[src/rtl/mem_port_arbiter.sv]
// Shares the single-port memory between the CPU controller (default owner) and a loader/debug port.
// Optional back-to-back loader bursts are enabled by defining MEM_ARB_LOCK_EN (adds the ld_lock input).
module mem_port_arbiter #(
  parameter int AWIDTH    = 5,
  parameter int DWIDTH    = 8,
  parameter int LD_CYCLES = 2,
  parameter int MAX_WAIT  = 4
) (
  input  logic              clk,
  input  logic              rst,
  input  logic              cpu_rd,
  input  logic              cpu_wr,
  input  logic [AWIDTH-1:0] cpu_addr,
  input  logic [DWIDTH-1:0] cpu_wdata,
  output logic              cpu_stall,
  input  logic              ld_req,
  input  logic              ld_wr,
`ifdef MEM_ARB_LOCK_EN
  input  logic              ld_lock,
`endif
  input  logic [AWIDTH-1:0] ld_addr,
  input  logic [DWIDTH-1:0] ld_wdata,
  output logic              ld_gnt,
  output logic              ld_done,
  output logic              mem_rd,
  output logic              mem_wr,
  output logic [AWIDTH-1:0] mem_addr,
  output logic [DWIDTH-1:0] mem_wdata
);

  localparam int ACC_W  = (LD_CYCLES > 1) ? $clog2(LD_CYCLES) : 1;
  localparam int WAIT_W = $clog2(MAX_WAIT + 1);

  localparam logic [ACC_W-1:0]  ACC_INIT = ACC_W'(LD_CYCLES - 1);
  localparam logic [WAIT_W-1:0] WAIT_MAX = WAIT_W'(MAX_WAIT);

  typedef enum logic [1:0] {
    S_CPU = 2'd0,
    S_LD  = 2'd1,
    S_REL = 2'd2
  } state_t;

  state_t              state_q, state_d;
  logic [WAIT_W-1:0]   wait_cnt_q, wait_cnt_d;
  logic [ACC_W-1:0]    acc_cnt_q, acc_cnt_d;
  logic                lat_wr_q, lat_wr_d;
  logic [AWIDTH-1:0]   lat_addr_q, lat_addr_d;
  logic [DWIDTH-1:0]   lat_wdata_q, lat_wdata_d;
  logic                cpu_busy;
  logic                grant;

`ifdef MEM_ARB_LOCK_EN
  logic [WAIT_W-1:0]   burst_cnt_q, burst_cnt_d;
  logic                burst_more;
`endif

  assign cpu_busy = cpu_rd | cpu_wr;
  assign grant    = ld_req && (!cpu_busy || (wait_cnt_q == WAIT_MAX));

`ifdef MEM_ARB_LOCK_EN
  assign burst_more = ld_lock && ld_req && (burst_cnt_q < WAIT_MAX);
`endif

  always_ff @(posedge clk or posedge rst) begin
    if (rst) begin
      state_q     <= S_CPU;
      wait_cnt_q  <= '0;
      acc_cnt_q   <= '0;
      lat_wr_q    <= 1'b0;
      lat_addr_q  <= '0;
      lat_wdata_q <= '0;
`ifdef MEM_ARB_LOCK_EN
      burst_cnt_q <= '0;
`endif
    end else begin
      state_q     <= state_d;
      wait_cnt_q  <= wait_cnt_d;
      acc_cnt_q   <= acc_cnt_d;
      lat_wr_q    <= lat_wr_d;
      lat_addr_q  <= lat_addr_d;
      lat_wdata_q <= lat_wdata_d;
`ifdef MEM_ARB_LOCK_EN
      burst_cnt_q <= burst_cnt_d;
`endif
    end
  end

  always_comb begin
    state_d     = state_q;
    wait_cnt_d  = wait_cnt_q;
    acc_cnt_d   = acc_cnt_q;
    lat_wr_d    = lat_wr_q;
    lat_addr_d  = lat_addr_q;
    lat_wdata_d = lat_wdata_q;
`ifdef MEM_ARB_LOCK_EN
    burst_cnt_d = burst_cnt_q;
`endif
    cpu_stall   = 1'b0;
    ld_gnt      = 1'b0;
    ld_done     = 1'b0;
    mem_rd      = 1'b0;
    mem_wr      = 1'b0;
    mem_addr    = lat_addr_q;
    mem_wdata   = lat_wdata_q;

    case (state_q)
      S_CPU: begin
        // The CPU access in the deciding cycle is passed through even when the loader wins.
        mem_rd    = cpu_rd;
        mem_wr    = cpu_wr;
        mem_addr  = cpu_addr;
        mem_wdata = cpu_wdata;
        if (grant) begin
          state_d     = S_LD;
          wait_cnt_d  = '0;
          acc_cnt_d   = ACC_INIT;
          lat_wr_d    = ld_wr;
          lat_addr_d  = ld_addr;
          lat_wdata_d = ld_wdata;
`ifdef MEM_ARB_LOCK_EN
          burst_cnt_d = WAIT_W'(1);
`endif
        end else if (ld_req) begin
          if (wait_cnt_q != WAIT_MAX) begin
            wait_cnt_d = wait_cnt_q + WAIT_W'(1);
          end
        end else begin
          wait_cnt_d = '0;
        end
      end

      S_LD: begin
        ld_gnt     = 1'b1;
        cpu_stall  = 1'b1;
        mem_wr     = lat_wr_q;
        mem_rd     = !lat_wr_q;
        wait_cnt_d = '0;
        if (acc_cnt_q == '0) begin
          state_d = S_REL;
        end else begin
          acc_cnt_d = acc_cnt_q - ACC_W'(1);
        end
      end

      S_REL: begin
        ld_done    = 1'b1;
        cpu_stall  = 1'b1;
        wait_cnt_d = '0;
        state_d    = S_CPU;
`ifdef MEM_ARB_LOCK_EN
        // A locked burst re-enters S_LD directly, capped so the CPU is never starved.
        if (burst_more) begin
          state_d     = S_LD;
          acc_cnt_d   = ACC_INIT;
          lat_wr_d    = ld_wr;
          lat_addr_d  = ld_addr;
          lat_wdata_d = ld_wdata;
          burst_cnt_d = burst_cnt_q + WAIT_W'(1);
        end
`endif
      end

      default: begin
        state_d = S_CPU;
      end
    endcase
  end

  a_gnt_done_excl: assert property (@(posedge clk) disable iff (rst) !(ld_gnt && ld_done));
  a_ld_strobe_excl: assert property (@(posedge clk) disable iff (rst)
                                     (state_q == S_LD) |-> (mem_rd != mem_wr));

endmodule

[config.mk]
export PLATFORM = sky130hd
export DESIGN_NAME = mem_port_arbiter
export DESIGN_NICKNAME = d
export VERILOG_FILES = /design/src/rtl/mem_port_arbiter.sv
export SDC_FILE = /design/constraint.sdc
export NUM_CORES = 1
export LEC_CHECK = 0
export ABC_AREA = 1
export BUFFER_PORTS_ARGS = -buffer_cell sky130_fd_sc_hd__buf_4
export CORE_AREA = 2 2 51 53
export CTS_CLUSTER_SIZE = 20
export DETAILED_ROUTE_END_ITERATION = 8
export DIE_AREA = 0 0 53 55
export PLACE_DENSITY = 0.85
export SLEW_MARGIN = 25
export SYNTH_ARGS = -nofsm -noshare
export SYNTH_HDL_FRONTEND = slang
export SYNTH_SLANG_ARGS = --single-unit
[constraint.sdc]
create_clock -name clk -period 2.89 [get_ports clk]
set_input_delay 0.289 -clock clk [delete_from_list [all_inputs] [get_ports clk]]
set_output_delay 0.289 -clock clk [all_outputs]
set_load 0.03 [all_outputs]
# Word level (Yosys, flattened, before mapping)
# Index checks and enable logic that the tools add are counted.
[totals]
word_cells = 45
inputBits = 32
output_inout_bits = 18
reg_bits = 20
[op_classes]
reduce_logical = 12
n_addsub = 2
muxes = 17
eq_ne = 7
n_bitwise = 1
[op_table]
columns = ["operator", "count"]
rows = [
  ["3-bit two-way mux", 3],
  ["8-bit two-way mux", 1],
  ["2-bit AND reduction", 4],
  ["1-bit case mux with 2 select lines", 3],
  ["3-bit case mux with 2 select lines", 1],
  ["1-bit two-way mux", 5],
  ["5-bit two-way mux", 1],
  ["2-bit two-way mux", 2],
  ["2-bit != test, second input constant", 2],
  ["4-bit != test, second input constant", 1],
  ["2-bit case mux with 2 select lines", 1],
  ["2-bit nonzero test", 2],
  ["3-bit by 1-bit adder with 3-bit output, second input constant", 1],
  ["3-bit equality test, second input constant", 1],
  ["3-bit != test, second input constant", 1],
  ["2-bit by 1-bit equality test with 1-bit output, second input constant", 1],
  ["2-bit equality test, second input constant", 1],
  ["1-bit logical NOT", 2],
  ["2-bit logical NOT", 1],
  ["2-bit OR reduction", 1],
  ["1-bit logical AND", 1],
  ["1-bit logical OR", 1],
  ["1-bit OR", 1],
  ["1-bit subtractor, second input constant", 1],
]

# Logic depth before layout (Yosys ltp)
# Gate-level depths: netlist of the first run.
[depth]
word_depth = 6
ltp_mapped = 10
depth_no_buf = 9

# Least setup slack after synthesis of the first run
# Ideal clock, no wire load.
[synth_path]
path_kind = "flip-flop to output port"
startpoint = "register state_q[1]"
endpoint = "output port mem_rd"
arrival_ns = 1.630
setup_slack_ns = 0.971
required_ns = 2.601
path_stages_with_launch = 5
path_buffers = 0
path_cell_list = "dfrtp_1 > inv_1 > ha_1 > inv_1 > o21ai_0"
[synth_between]
elab_chain_len = 2
[synth_rtl]
columns = ["item", "line_no", "source"]
rows = [
  ["start: declaration", "43", "state_t state_q, state_d;"],
  ["start signal: assignment", "76", "state_q <= state_d;"],
  ["2-bit by 1-bit equality test with 1-bit output / 2-bit logical NOT (equally long branches)", "106", "case (state_q)"],
  ["1-bit case mux with 2 select lines *", "106", ""],
  ["end: declaration", "25", "output logic mem_rd,"],
]
# Mark *: on every way between the ends. The rest lies on a longest branch, timed or not.

# Worst setup path in the final report of the first run
[layout_path]
startpoint = "register state_q[0]"
endpoint = "output port mem_wdata[0]"
[layout_between]
elab_chain_len = 2
[layout_rtl]
columns = ["item", "line_no", "source"]
rows = [
  ["2-bit logical NOT", "106", ""],
  ["8-bit two-way mux", "106", ""],
  ["end: declaration", "28", "output logic [DWIDTH-1:0] mem_wdata"],
]
# No other way between the ends.

==> summary.md, run 1 <==
| Metric | Value |
|---|---|
| Internal | `0.800 mW` |
| Reg clk slew, reported paths | `110 ps` |
| Pin count of the biggest net entering global routing | `31` |
| Die footprint | `2920 um^2` |
| Pre-CTS worst setup slack | `805 ps` |
| Top Metal Used | `met4` |
| Worst vdd ir | `0.727 mV` |
| Row count | `18` |
| Port Buffers | `49` |
| Syn_area_per_cell | `7.63 um^2` |
| Worst hold path type | `in -> async` |
| Power Dens Cells | `937 nW/um^2` |
| Setup_tns | `0 ps` |
| Most frequent cells in the layout | `buf_4, nand2_1, o21ai_0` |
| Critical path capture point type | `output pin` |
| Worst-Skew Late Latency | `290 ps` |
| Iteration-0 DRC Markers | `18` |
| Most common cell after layout, fill and taps aside | `buf_4` |
| Fmax | `413 MHz` |
| CTS tree | `yes` |
| Placed inst area | `1470 um^2` |
| Syn Std Cell Area | `1110 um^2` |
| Cell Count, Final, Fillers Out | `222` |
| Starting Density | `46.8%` |
| Initial antenna violation count | `0` |
| Worst Tran Pin Value | `933 ps` |
| Synth Warn # | `0` |
| Hold slack final | `96.1 ps` |
| Total track usage | `18.0%` |
| Core Region | `2360 um^2` |
| CP peak stage delay | `780 ps` |
| Status | `completed` |
| Setup bufs post-CTS | `0` |
| Minimum clock period | `2420 ps` |
| Setup CP Type | `reg -> out` |
| Endpoints failing hold | `0` |
| Area growth from synthesis to layout | `37.3%` |
| Routed WL | `2480 um` |
| NetSw | `0.623 mW` |
| Final Power | `1.42 mW` |
| Die Y-Extent | `55 um` |
| Total grt overflow | `0` |
| Met1 WL | `993 um` |
| Routed wl met2 | `1350 um` |
| DRC violations left | `0` |
| Final nets | `231` |
| Fin area | `1520 um^2` |
| Slew margin rel. | `37.8%` |
| Clock buffer depth | `2` |
| Crit start category | `flop` |
| Critical-path cell list | `inv_1 > ha_1 > o21ai_0 > buf_4` |
| Number of global-route vias before repair | `953` |
| CTS sink cnt | `20` |
| Critical Path AT | `2130 ps` |
| Routed WL per cell | `11.2 um` |
| Clk root buf | `clkbuf_4` |
| Resize count post-CTS | `0` |
| Vias | `1059` |
| Worst Path Required | `2600 ps` |
| ANT nets after route | `0` |
| # setup viols final | `0` |
| Slowest CP cell | `ha_1` |
| Setup ws final | `471 ps` |
| Max Cap Viol | `0` |
| # IOs | `50` |
| Layout cells sized above 1 | `29.2%` |
| Part of the power in registers | `31.0%` |
| N_diodes | `0` |
| Post-CTS Hold Buffers | `0` |
| Hpwl dp | `1920 um` |
| R2r setup slk | `740 ps` |
| Sequential-to-total area share from yosys stat | `45.2%` |
| Post-Synthesis Cells | `145` |
| Htree depth | `1` |
| Met3 wire len | `124 um` |
| Seq cells post-synth | `20` |
| Clock power frac | `15.8%` |
| First-pass GRT wire length | `3830 um` |
| Post-layout util | `64.2%` |
| Static Leak | `0.822 nW` |
| Detailed-route vias per instance | `4.77` |
| Crit-path max FO | `30` |
| Die width | `53 um` |
| Total CTS buffers | `3` |
| Cell variety after synth | `18` |
| Final Max Tran Viols | `0` |
| Worst Clk Skew | `3.54 ps` |
| First-pass iteration count of the detailed router | `4` |
| Gate power share | `53.2%` |
| RSZ-0062 raised after global routing | `no` |
| Cells after DPL | `218` |
| Switching share of power | `43.7%` |
| Final Cycle Share | `83.7%` |
| Net Count, Synth | `183` |
| Routability cong. | `0.797` |
[power groups by stage]
| stage | combinational, mW | clock (mW) | sequential (mW) |
|---|---|---|---|
| floorplan | 0.517 | 0 | 0.433 |
| CTS | 0.758 | 0.228 | 0.442 |
| global route | 0.838 | 0.244 | 0.452 |
| global placement | 0.729 | 0 | 0.440 |
| finish | 0.758 | 0.225 | 0.441 |
| detailed placement | 0.752 | 0 | 0.448 |
[metal layers]
layer / GRT usage [%] / vias to the layer above
li1: - / 539
met1: 21.8 / 487
met2: 33.3 / 31
met3: 3.49 / 2
met4: 3.85 / 0
met5: 0 / -
[worst paths after layout]
kind | depth (start not counted) | startpoint | endpoint
max | 4 | state_q[0] | mem_wdata[0]
min | 2 | rst | wait_cnt_q[0]
max reg2reg | 6 | state_q[0] | lat_wdata_q[3]
min reg2reg | 2 | lat_addr_q[1] | lat_addr_q[1]
max in group asynchronous | 2 | rst | lat_wdata_q[0]
min in group clk | 3 | ld_wdata[4] | lat_wdata_q[4]
[worst max-delay path, delay by kind of cell, from the launching register on]
kind / cells / cell delay [ps]
adders and majority gates: 1 / 780
AOI/OAI and AO/OA: 1 / 290
DFF: 1 / 430
buffers and inverters: 2 / 340
[cells in the mapped netlist (all sizes together)]
master	count	area share, %
o22ai	2	1.1
inv	27	9.2
nor2	1	0.34
clkbuf	2	0.79
and2	1	0.57
nand4	1	0.57
nand3	4	2.3
o21ai	30	14
buf	4	3.3
nand2	47	16
dfrtp	20	45
ha	6	6.8
[registers in the layout, indices dropped and copies added, names as in the netlist]
| register | flops |
|---|---|
| state_q | 2 |
| lat_addr_q | 5 |
| wait_cnt_q | 3 |
| acc_cnt_q | 1 |
| lat_wdata_q | 8 |
| lat_wr_q | 1 |
[kinds of logic (layout without fill, tap and decap cells)]
family / Yosys count / after routing / synth area share [%]
and+or+nand+nor: 54 / 54 / 19.7
adders and majority gates: 6 / 6 / 6.79
AOI/OAI and AO/OA: 32 / 32 / 15.0
buffers and inverters: 33 / 80 / 13.2
DFF: 20 / 20 / 45.2
[final cells by class]
type	instances	area (um^2)
clock inverter	1	30.0
clock buffer	3	22.5
fill	207	846
multi-input combinational	92	459
inverter	27	101
tap	30	37.5
sequential	20	500
timing repair buffer	49	368
No activity file was read; power rests on OpenSTA's default activity.
==> run 2: changes to the inputs <==
Settings changed: CORE_AREA 2 2 51 53 to 2 2 53 55, DIE_AREA 0 0 53 55 to 0 0 55 57, PLACE_DENSITY 0.85 to 0.8.
Clock period 2.89 ns to 2.5 ns, I/O delays scaled along.
==> summary.md, run 2 (synthesis results as in run 1) <==
| Metric | Value |
|---|---|
| Status | `completed` |
| CP peak stage delay | `460 ps` |
| Reg with most FFs | `lat_wdata_q` |
| Placed inst area | `1480 um^2` |
| CTS sink cnt | `20` |
| Slew margin rel. | `51.9%` |
| Critical-path cell list | `inv_1 > ha_1 > buf_4 > nand2_1 > o21ai_0 > buf_4` |
| Pin count of the biggest net entering global routing | `30` |
| Die width | `55 um` |
| First-pass iteration count of the detailed router | `4` |
| RSZ-0062 raised after global routing | `no` |
| Routed WL per cell | `10.7 um` |
| Crit start category | `flop` |
| Final Power | `1.65 mW` |
| Area growth from synthesis to layout | `38.1%` |
| Post-layout util | `58.4%` |
| Die Y-Extent | `57 um` |
| Slowest CP cell | `ha_1` |
| Routability cong. | `0.795` |
| R2r setup slk | `770 ps` |
| Vias | `1032` |
| Worst hold path type | `in -> async` |
| DRC violations left | `0` |
| Hpwl dp | `1810 um` |
| Top Registers | `lat_wdata_q x8, lat_addr_q x5, wait_cnt_q x3` |
| Iteration-0 DRC Markers | `18` |
| CP bufs+invs | `3` |
| Pre-CTS worst setup slack | `705 ps` |
| Power Dens Cells | `1080 nW/um^2` |
| Setup ws final | `352 ps` |
| Final Cycle Share | `85.9%` |
| Static Leak | `0.827 nW` |
| Detailed-route vias per instance | `4.61` |
| Most frequent cells in the layout | `buf_4, nand2_1, o21ai_0` |
| Total track usage | `16.8%` |
| Largest register FFs | `8` |
| Htree depth | `1` |
| Reg clk slew, reported paths | `120 ps` |
| Post-CTS Hold Buffers | `0` |
| Critical Path AT | `1900 ps` |
| Clock buffer depth | `2` |
| Core Region | `2620 um^2` |
| Fmax | `466 MHz` |
| Resize count post-CTS | `0` |
| # setup viols final | `0` |
| Clk root buf | `clkbuf_4` |
| Worst Tran Pin Value | `721 ps` |
| Minimum clock period | `2150 ps` |
| Routed WL | `2410 um` |
| Setup bufs post-CTS | `0` |
| Total CTS buffers | `3` |
| Crit-path max FO | `16` |
| Most common cell after layout, fill and taps aside | `buf_4` |
| Initial antenna violation count | `0` |
| Row count | `19` |
| Final Max Tran Viols | `0` |
| Number of global-route vias before repair | `940` |
| CP delay by family, top | `buffers and inverters` |
| Total grt overflow | `0` |
| Worst-Skew Late Latency | `320 ps` |
| # IOs | `50` |
| Endpoints failing hold | `0` |
| Hold slack final | `36.7 ps` |
| Layout cells sized above 1 | `29.5%` |
| Worst Path Required | `2250 ps` |
| Critical path capture point type | `output pin` |
| Fin area | `1530 um^2` |
| First-pass GRT wire length | `3840 um` |
| Worst Clk Skew | `9.69 ps` |
| Worst vdd ir | `0.702 mV` |
| Starting Density | `42.3%` |
| Max Cap Viol | `0` |
| Cells after DPL | `220` |
| Setup CP Type | `reg -> out` |
| ANT nets after route | `0` |
| Cell Count, Final, Fillers Out | `224` |
| Die footprint | `3140 um^2` |
| CTS tree | `yes` |
| N_diodes | `0` |
| Port Buffers | `49` |
| Final nets | `232` |
| Crit path top cell by count | `buf_4` |
| Setup_tns | `0 ps` |
run 2: routing by layer:
layer  GRT usage, %  routed length [um]  vias up
met4           9.41                  63        0
met5              0                   0        -
met1           21.2                1050      459
li1               -                   -      541
met2           27.9                1190       27
met3           1.05                 103        5
run 2: cell type report:
cell class | count | area, um^2
fillers | 242 | 1090
clock buffers | 3 | 22.5
flip-flops and latches | 20 | 500
inverters | 27 | 101
well taps | 31 | 38.8
clock inverters | 1 | 30.0
repair buffers | 50 | 375
multi-input cells | 92 | 459
run 2: report_power, final:
group	switching, mW	internal (mW)
Combinational	0.557	0.315
Clock	0.111	0.162
Sequential	0.0471	0.456
run 2: worst paths after layout:
path,cells past startpoint,from,end
hold / removal,2,rst,wait_cnt_q[1]
hold reg to reg,2,lat_wdata_q[0],lat_wdata_q[0]
max in group asynchronous,2,rst,acc_cnt_q
setup reg to reg,5,state_q[0],lat_wdata_q[2]
min in group clk,3,ld_addr[4],lat_addr_q[4]
setup / recovery,6,state_q[0],mem_wdata[6]
